### config.mk
export PLATFORM = sky130hd
export DESIGN_NAME = serial_frame_tx
export DESIGN_NICKNAME = d
export VERILOG_FILES = /design/src/rtl/serial_frame_tx.sv
export SDC_FILE = /design/constraint.sdc
export NUM_CORES = 1
export LEC_CHECK = 0
export CAP_MARGIN = 0
export CORE_UTILIZATION = 58
export DETAILED_ROUTE_END_ITERATION = 8
export GPL_TIMING_DRIVEN = 1
export PLACE_DENSITY = 0.83
export SLEW_MARGIN = 0
export SYNTH_ARGS = -nofsm -noshare
export SYNTH_HDL_FRONTEND = slang
export SYNTH_SLANG_ARGS = --single-unit
### constraint.sdc
create_clock -name clk -period 2.4 [get_ports clk]
set_input_delay 0.48 -clock clk [delete_from_list [all_inputs] [get_ports clk]]
set_output_delay 0.48 -clock clk [all_outputs]
set_load 0.02 [all_outputs]
### src/rtl/serial_frame_tx.sv
// Serial frame transmitter: sync word, payload MSB first, optional even parity, one bit per clock.
// First sync bit appears the cycle after accept; tx_ready is high only in IDLE, no mid-frame back-pressure.
module serial_frame_tx #(
   parameter int                DATA_W     = 8,
   parameter int                SYNC_W     = 5,
   parameter logic [SYNC_W-1:0] SYNC_PAT   = 5'b10101,
   parameter int                PARITY_EN  = 1,
   parameter int                GAP_CYCLES = 1
) (
   input  logic              clk,
   input  logic              reset,
   input  logic              tx_valid,
   input  logic [DATA_W-1:0] tx_data,
   output logic              tx_ready,
   output logic              dout,
   output logic              dout_en,
   output logic              frame_start,
   output logic              frame_done,
   output logic              busy
);

   typedef enum logic [2:0] {
      S_IDLE   = 3'd0,
      S_SYNC   = 3'd1,
      S_DATA   = 3'd2,
      S_PARITY = 3'd3,
      S_GAP    = 3'd4
   } state_t;

   localparam int MAX_W = (SYNC_W > DATA_W) ? SYNC_W : DATA_W;
   localparam int CNT_W = $clog2(MAX_W + 1);
   localparam int GAP_W = (GAP_CYCLES > 0) ? $clog2(GAP_CYCLES + 1) : 1;

   localparam logic [CNT_W-1:0] SYNC_N  = CNT_W'(SYNC_W);
   localparam logic [CNT_W-1:0] DATA_N  = CNT_W'(DATA_W);
   localparam logic [CNT_W-1:0] CNT_ONE = CNT_W'(1);
   localparam logic [GAP_W-1:0] GAP_N   = GAP_W'(GAP_CYCLES);
   localparam logic [GAP_W-1:0] GAP_ONE = GAP_W'(1);

   state_t              state_q, state_d;
   logic [CNT_W-1:0]    cnt_q, cnt_d;
   logic [GAP_W-1:0]    gap_q, gap_d;
   logic [SYNC_W-1:0]   sync_q, sync_d;
   logic [DATA_W-1:0]   data_q, data_d;
   logic                par_q, par_d;
   logic                dout_d, dout_en_d, start_d, done_d;
   logic                eof;

   always_ff @(posedge clk or negedge reset) begin
      if (!reset) begin
         state_q     <= S_IDLE;
         cnt_q       <= '0;
         gap_q       <= '0;
         sync_q      <= '0;
         data_q      <= '0;
         par_q       <= 1'b0;
         dout        <= 1'b0;
         dout_en     <= 1'b0;
         frame_start <= 1'b0;
         frame_done  <= 1'b0;
      end else begin
         state_q     <= state_d;
         cnt_q       <= cnt_d;
         gap_q       <= gap_d;
         sync_q      <= sync_d;
         data_q      <= data_d;
         par_q       <= par_d;
         dout        <= dout_d;
         dout_en     <= dout_en_d;
         frame_start <= start_d;
         frame_done  <= done_d;
      end
   end

   // cnt_q counts bits of the current field already on dout; the state names the field on dout.
   always_comb begin
      state_d   = state_q;
      cnt_d     = cnt_q;
      gap_d     = gap_q;
      sync_d    = sync_q;
      data_d    = data_q;
      par_d     = par_q;
      dout_d    = 1'b0;
      dout_en_d = 1'b0;
      start_d   = 1'b0;
      done_d    = 1'b0;
      eof       = 1'b0;

      case (state_q)
         S_IDLE: begin
            if (tx_valid) begin
               state_d   = S_SYNC;
               data_d    = tx_data;
               par_d     = ^tx_data;
               sync_d    = SYNC_PAT << 1;
               cnt_d     = CNT_ONE;
               dout_d    = SYNC_PAT[SYNC_W-1];
               dout_en_d = 1'b1;
               start_d   = 1'b1;
            end
         end
         S_SYNC: begin
            dout_en_d = 1'b1;
            if (cnt_q < SYNC_N) begin
               dout_d = sync_q[SYNC_W-1];
               sync_d = sync_q << 1;
               cnt_d  = cnt_q + 1'b1;
            end else begin
               state_d = S_DATA;
               dout_d  = data_q[DATA_W-1];
               data_d  = data_q << 1;
               cnt_d   = CNT_ONE;
               done_d  = (DATA_W == 1) && (PARITY_EN == 0);
            end
         end
         S_DATA: begin
            if (cnt_q < DATA_N) begin
               dout_en_d = 1'b1;
               dout_d    = data_q[DATA_W-1];
               data_d    = data_q << 1;
               cnt_d     = cnt_q + 1'b1;
               done_d    = (cnt_q == DATA_N - CNT_ONE) && (PARITY_EN == 0);
            end else if (PARITY_EN != 0) begin
               state_d   = S_PARITY;
               dout_en_d = 1'b1;
               dout_d    = par_q;
               done_d    = 1'b1;
            end else begin
               eof = 1'b1;
            end
         end
         S_PARITY: begin
            eof = 1'b1;
         end
         S_GAP: begin
            if (gap_q < GAP_N) begin
               gap_d = gap_q + 1'b1;
            end else begin
               state_d = S_IDLE;
            end
         end
         default: begin
            state_d = S_IDLE;
         end
      endcase

      // The last frame bit is leaving dout at this edge.
      if (eof) begin
         cnt_d = '0;
         if (GAP_CYCLES > 0) begin
            state_d = S_GAP;
            gap_d   = GAP_ONE;
         end else begin
            state_d = S_IDLE;
         end
      end
   end

   assign tx_ready = (state_q == S_IDLE);
   assign busy     = (state_q != S_IDLE);

endmodule

==> summary.md, run 1 <==
| Metric | Value |
|---|---|
| Outcome | `complete, no violations` |
| Crit path DAT | `between 1500 and 2000 ps` |
| FF-to-FF setup slack | `380 ps` |
| Slew Limit Fails | `0` |
| Vias | `about 1,000` |
| Die Y | `50 microns` |
| Final HPWL DP | `~1700 microns` |
| Layout area overhead | `15.7%` |
| Mapped Area | `about 1300 sq um` |
| Worst slew pin tran | `approximately 540 ps` |
| Number of global-route vias before repair | `slightly below 900` |
| Final worst setup slack | `~120 ps` |
| Final period util | `94.8%` |
| CTS root buf | `clkbuf_4` |
| Buf/Inv on CP | `1` |
| Most frequent cells in the layout | `dfrtp_1 (25), clkdlybuf4s50_1 (16), a21oi_1 (10)` |
| Row count | `17` |
| Largest net degree at the start of global routing | `26` |
| Initial antenna violation count | `0` |
| Post-Syn Nets | `~140` |
| Critical path launch point type | `flip-flop` |
| Die Wd | `around 50 microns` |
| Drt pass-1 iters | `4` |
| CP max stage delay | `about 640 ps` |
| CP endpoint kind | `primary output` |
| Drt total wl | `2350 microns` |
| Worst skew pair latency | `320 ps` |
| RSZ-0062 raised after global routing | `no` |
| Hold Fails Final Rpt | `0` |
| Post-CTS Hold Fix Bufs | `0` |
| CP delay by family, top | `buffers and inverters` |
| Critical path type | `reg -> out` |
| Via density | `between 5 and 6` |
| Cell area after layout | `roughly 1500 sq um` |
| Fmax | `about 0.44 GHz` |
| Syn Area/Cell | `between 10 and 15 sq um` |
| Die Area | `about 2500 sq um` |
| CTS tree | `yes` |
| Max Cap Viol | `0` |
| # diodes | `0` |
| # H-tree levels | `1` |
| Detail Route Antenna Nets | `0` |
| GRT Overall Usage | `21.8%` |
| CTS Buf Count | `3` |
| Final Total Pwr | `around 2 mW` |
| Share of cells above drive strength 1 | `11.1%` |
| Global-route wire length before repair | `4080 microns` |
| Final setup viols | `0` |
| Sequential area share after synthesis | `46.8%` |
| Peak VDD IR | `between 0.0008 and 0.0009 V` |
| Fill count | `163` |
| Total negative slack | `0 ps` |
| Most common cell after layout, fill and taps aside | `dfrtp_1` |
| Critical path's slowest cell | `clkdlybuf4s50_1` |
| Core Box Area | `roughly 2200 sq um` |
| Remaining DRCs | `0` |
| Minimum clock period | `2280 ps` |
| Synth warnings | `0` |
| # nets final | `158` |
| Power Dens Cells | `1330 nW/um^2` |
| Post-Place Cells | `168` |
| Hold slack | `roughly 500 ps` |
| RD Place Congestion | `around 0.88` |
| Port Buffers | `16` |
| Placed cell area | `between 1500 and 2000 sq um` |
| #FFs+latches synth | `25` |
| GRT Residual Overflow | `0` |
| Wirelength per Cell | `between 10 and 15 microns` |
| Layout Cells excl Fill | `approximately 170` |
| Worst-path cell chain | `nor3_2 -> clkdlybuf4s50_1` |
| Syn Inst Count | `~130` |
| Standby leakage power | `approximately 0.64 nW` |
| Clock slew at reported path FFs | `~150 ps` |
| Clk sinks | `25` |
| Final Skew | `approximately 16 ps` |
| Clock buffer depth | `2` |
| Yosys cell types | `36` |
| Initial Util | `between 60% and 70%` |
| Initial DRC count | `17` |
| CP max FO | `13` |
| Final core utilization | `approximately 71%` |
| CP required | `between 1500 and 2000 ps` |
| Slew HR | `a little under two thirds` |
| Min-delay worst type | `in -> async` |
| IO Pins | `17` |
| Post-CTS Setup Inserts | `0` |
| Dpl ws | `403 ps` |
-- synth_stat cells, drive strengths merged --
cell     number  area, sq um
o21bai        2         15.0
a21o          1         7.51
o21a          1         7.51
nor3b         3         22.5
nor2          7         26.3
nand2         5         18.8
a31oi         8         50.1
o31a          1         8.76
xnor2         7         61.3
o2bb2ai       1         8.76
o32ai         1         8.76
mux2i         7         70.1
nor2b         4         25.0
nand3b        1         7.51
nor4          1         6.26
o31ai         2         15.0
buf           6         42.5
or4           1         7.51
nand2b        4         40.0
nor3          2         10.0
a21oi        13         91.3
inv           6         22.5
ha            2         25.0
clkbuf        2         7.51
o21ai         6         30.0
or3b          1         8.76
mux2          1         15.0
nand3         2         10.0
a31o          1         8.76
a22o          3         26.3
and2          1         6.26
dfrtp        25          626
-- state kept, by name, summed over array words and instances (netlist names) --
name,cells
data_q,8
cnt_q,4
sync_q,4
state_q,3
dout,1
dout_en,1
frame_done,1
frame_start,1
gap_q,1
par_q,1
-- cells by family (layout without fill, tap and decap cells) --
family	count (synthesis)	after routing	synth area share (%)
buffers and inverters	14	30	5.43
XOR/XNOR	7	7	4.59
flip-flops	25	25	46.8
AND/OR/NAND/NOR	32	32	14.1
adder cells (fa/ha/maj)	2	2	1.87
multiplexers	8	8	6.37
AO/OA/AOI/OAI	40	40	20.8
-- layer usage --
layer  track usage, %  routed length [microns]  vias to the layer above
met5                0                        0                        -
met4             9.52                       16                        0
met3             5.56                      101                        2
met2             33.3                     1110                       30
met1             28.9                     1120                      465
li1                 -                        -                      491
-- power breakdown --
| part | internal [mW] | leakage, nW | switching (mW) |
|---|---|---|---|
| Clock | 0.0634 | 0.0139 | 0.128 |
| Sequential | 0.594 | 0.300 | 0.160 |
| Combinational | 0.535 | 0.325 | 0.576 |
-- final timing paths --
check | startpoint | endpoint | cells after the start
worst max-delay path | state_q[1]$_DFFE_PN0P_ | tx_ready | 2
worst min-delay path | reset | dout$_DFF_PN0_ | 2
worst max register to register | state_q[1]$_DFFE_PN0P_ | data_q[5]$_DFFE_PN0P_ | 5
worst min register to register | gap_q$_DFFE_PN0P_ | gap_q$_DFFE_PN0P_ | 2
max in group asynchronous | reset | state_q[0]$_DFFE_PN0P_ | 2
min in group clk | gap_q$_DFFE_PN0P_ | gap_q$_DFFE_PN0P_ | 2
-- layout make-up --
| cell class | instances | area, sq um | area share [%] |
|---|---|---|---|
| multi-input combinational | 89 | 643 | 41.6 |
| sequential | 25 | 626 | 40.5 |
| timing repair buffer | 20 | 190 | 12.3 |
| tap | 28 | 35.0 | 2.27 |
| clock buffer | 3 | 22.5 | 1.46 |
| inverter | 6 | 22.5 | 1.46 |
| clock inverter | 1 | 7.51 | 0.485 |
-- repair_timing --
action                     4_1_cts  5_1_grt
setup endpoints to repair        0        2
gates resized for setup          0        1
hold endpoints to repair         0        0
Note: power is estimated with default switching activity, not from simulation.
==> inputs of run 2 (changes only) <==
--- a/config.mk
+++ b/config.mk
@@ -10,6 +10,7 @@
 export DETAILED_ROUTE_END_ITERATION = 8
 export GPL_TIMING_DRIVEN = 1
 export PLACE_DENSITY = 0.83
+export SETUP_SLACK_MARGIN = 0.2
 export SLEW_MARGIN = 0
 export SYNTH_ARGS = -nofsm -noshare
 export SYNTH_HDL_FRONTEND = slang
==> summary.md, run 2 (synthesized netlist as in run 1, its figures left out) <==
| Metric | Value |
|---|---|
| Outcome | `complete, no violations` |
| Standby leakage power | `roughly 0.66 nW` |
| Slew Limit Fails | `0` |
| Worst skew pair latency | `roughly 320 ps` |
| # H-tree levels | `1` |
| Share of cells above drive strength 1 | `between 10% and 20%` |
| Core Box Area | `2190 sq um` |
| IO Pins | `17` |
| Global-route wire length before repair | `between 4000 and 5000 microns` |
| Remaining DRCs | `0` |
| RR Endpoint | `data_q[5]$_DFFE_PN0P_` |
| Via density | `between 5 and 6` |
| Minimum clock period | `2100 ps` |
| CP max stage delay | `between 500 and 600 ps` |
| Final setup viols | `0` |
| Vias | `~1,000` |
| CTS tree | `yes` |
| Total negative slack | `0 ps` |
| Worst slew pin tran | `about 540 ps` |
| GRT Residual Overflow | `0` |
| Worst-path cell chain | `nor3_2 -> inv_1 -> clkdlybuf4s50_1` |
| Worst r2r src | `state_q[1]$_DFFE_PN0P_` |
| Die Area | `~2500 sq um` |
| Most frequent cells in the layout | `dfrtp_1 (23), clkdlybuf4s50_1 (15), a21oi_1 (10)` |
| Crit path depth | `3` |
| Max Cap Viol | `0` |
| Most common cell after layout, fill and taps aside | `dfrtp_1` |
| Largest net degree at the start of global routing | `26` |
| # diodes | `0` |
| CP delay by family, top | `buffers and inverters` |
| Layout area overhead | `18.1%` |
| CP required | `around 1900 ps` |
| Most flops, register | `data_q` |
| Final HPWL DP | `around 1700 microns` |
| Hold Fails Final Rpt | `0` |
| Peak VDD IR | `roughly 0.0009 V` |
| RD Place Congestion | `between 0.8 and 0.9` |
| Max reg flops | `8` |
| Initial antenna violation count | `0` |
| Clock slew at reported path FFs | `about 150 ps` |
| Dpl ws | `about 400 ps` |
| Fill count | `160` |
| Worst r2r path cells | `6` |
| CP max FO | `6` |
| RSZ-0062 raised after global routing | `no` |
| Initial DRC count | `17` |
| Number of global-route vias before repair | `roughly 900` |
| Detail Route Antenna Nets | `0` |
| Port Buffers | `16` |
| Buf/Inv on CP | `2` |
| Layout Cells excl Fill | `between 150 and 200` |
| Critical path launch point type | `flip-flop` |
| Initial Util | `between 60 and 70%` |
| Wirelength per Cell | `13.7 microns` |
| # nets final | `about 160` |
| CP endpoint kind | `primary output` |
| Fmax | `0.477 GHz` |
| Row count | `17` |
| Slew HR | `63.5%` |
| Hold slack | `498 ps` |
| Drt total wl | `2410 microns` |
| Post-Place Cells | `around 170` |
| GRT Overall Usage | `between 20 and 25%` |
| FF-to-FF setup slack | `approximately 360 ps` |
| Min-delay worst type | `in -> async` |
| CTS root buf | `clkbuf_4` |
| CTS Buf Count | `3` |
| Die Wd | `50 microns` |
| Setup crit start | `state_q[1]$_DFFE_PN0P_` |
| Final worst setup slack | `305 ps` |
| Clock buffer depth | `2` |
| Final period util | `between 80% and 90%` |
| Critical path's slowest cell | `clkdlybuf4s50_1` |
| Drt pass-1 iters | `4` |
| Crit path DAT | `1620 ps` |
| Clk sinks | `25` |
| Post-CTS Hold Fix Bufs | `0` |
| Final Skew | `about 16 ps` |
| Power Dens Cells | `1330 nW/um^2` |
| Die Y | `around 50 microns` |
| Largest regs | `data_q: 8 flops, cnt_q: 4 flops, sync_q: 4 flops` |
| Critical path type | `reg -> out` |
-- run 2: cell types whose count changed in the layout (fill, tap and decap cells not counted) --
cell	change
buf_4	+4
clkdlybuf4s50_1	-1
dfrtp_1	-2
dfrtp_2	+2
dlygate4sd2_1	+1
-- run 2: what timing repair did --
item                                    4_1_cts  5_1_grt
setup buffers                                 0        4
endpoints found under the setup margin        2        1
resized for setup                             4        0
-- run 2: how the worst max path moves through the flow --
| stage | slack [ps] | end |
|---|---|---|
| after floorplan | 500 | busy |
| after global placement | 460 | tx_ready |
| after detailed placement | 400 | tx_ready |
| after CTS | 250 | busy |
| after global routing | 210 | busy |
| final | 300 | busy |
-- run 2: layout make-up --
cell class,count,area [sq um],share of cell area [%]
clock buffers,3,22.5,1.43
clock inverters,1,7.51,0.476
inverters,6,22.5,1.43
multi-input cells,89,643,40.8
flip-flops and latches,25,628,39.8
well taps,28,35.0,2.22
repair buffers,24,219,13.9
-- run 2: per-stage QoR --
step / power [mW] / util (%) / area (sq um)
floorplan: 1.61 / - / 1340
global placement: 1.82 / 69.0 / 1510
detailed placement: 1.86 / 69.0 / 1510
CTS: 2.06 / 70.6 / 1550
global route: 2.26 / 72.0 / 1580
finish: 2.10 / 72.0 / 1580
-- run 2: worst reg2reg max path, stage by stage, from the launching register on --
cell	delay, ps
dfrtp_2	490
buf_4	180
nand2b_4	180
or4_1	640
buf_4	250
a21oi_1	140
a31oi_1	50
-- run 2: power breakdown --
part	total [mW]	leakage [nW]	internal (mW)	switching [mW]
clock network	0.191	0.0139	0.0634	0.128
logic	1.18	0.347	0.566	0.618
registers	0.729	0.298	0.598	0.132
-- run 2: per-layer routing --
metal | vias to the layer above | global-route usage, % | wire length (microns)
met3 | 2 | 5.56 | 110
met4 | 0 | 9.52 | 16
met5 | - | 0 | 0
li1 | 500 | - | -
met1 | 472 | 29.1 | 1160
met2 | 37 | 33.3 | 1130
==> inputs of run 3 (changes only) <==
--- a/config.mk
+++ b/config.mk
@@ -7,11 +7,12 @@
 export LEC_CHECK = 0
 export CAP_MARGIN = 0
 export CORE_UTILIZATION = 58
+export CTS_CLUSTER_DIAMETER = 120
 export DETAILED_ROUTE_END_ITERATION = 8
 export GPL_TIMING_DRIVEN = 1
 export PLACE_DENSITY = 0.83
 export SETUP_SLACK_MARGIN = 0.2
-export SLEW_MARGIN = 0
+export SLEW_MARGIN = 15
 export SYNTH_ARGS = -nofsm -noshare
 export SYNTH_HDL_FRONTEND = slang
 export SYNTH_SLANG_ARGS = --single-unit
==> results of run 3 <==
No change in the layout: final DEF, timing and power equal those of run 2.
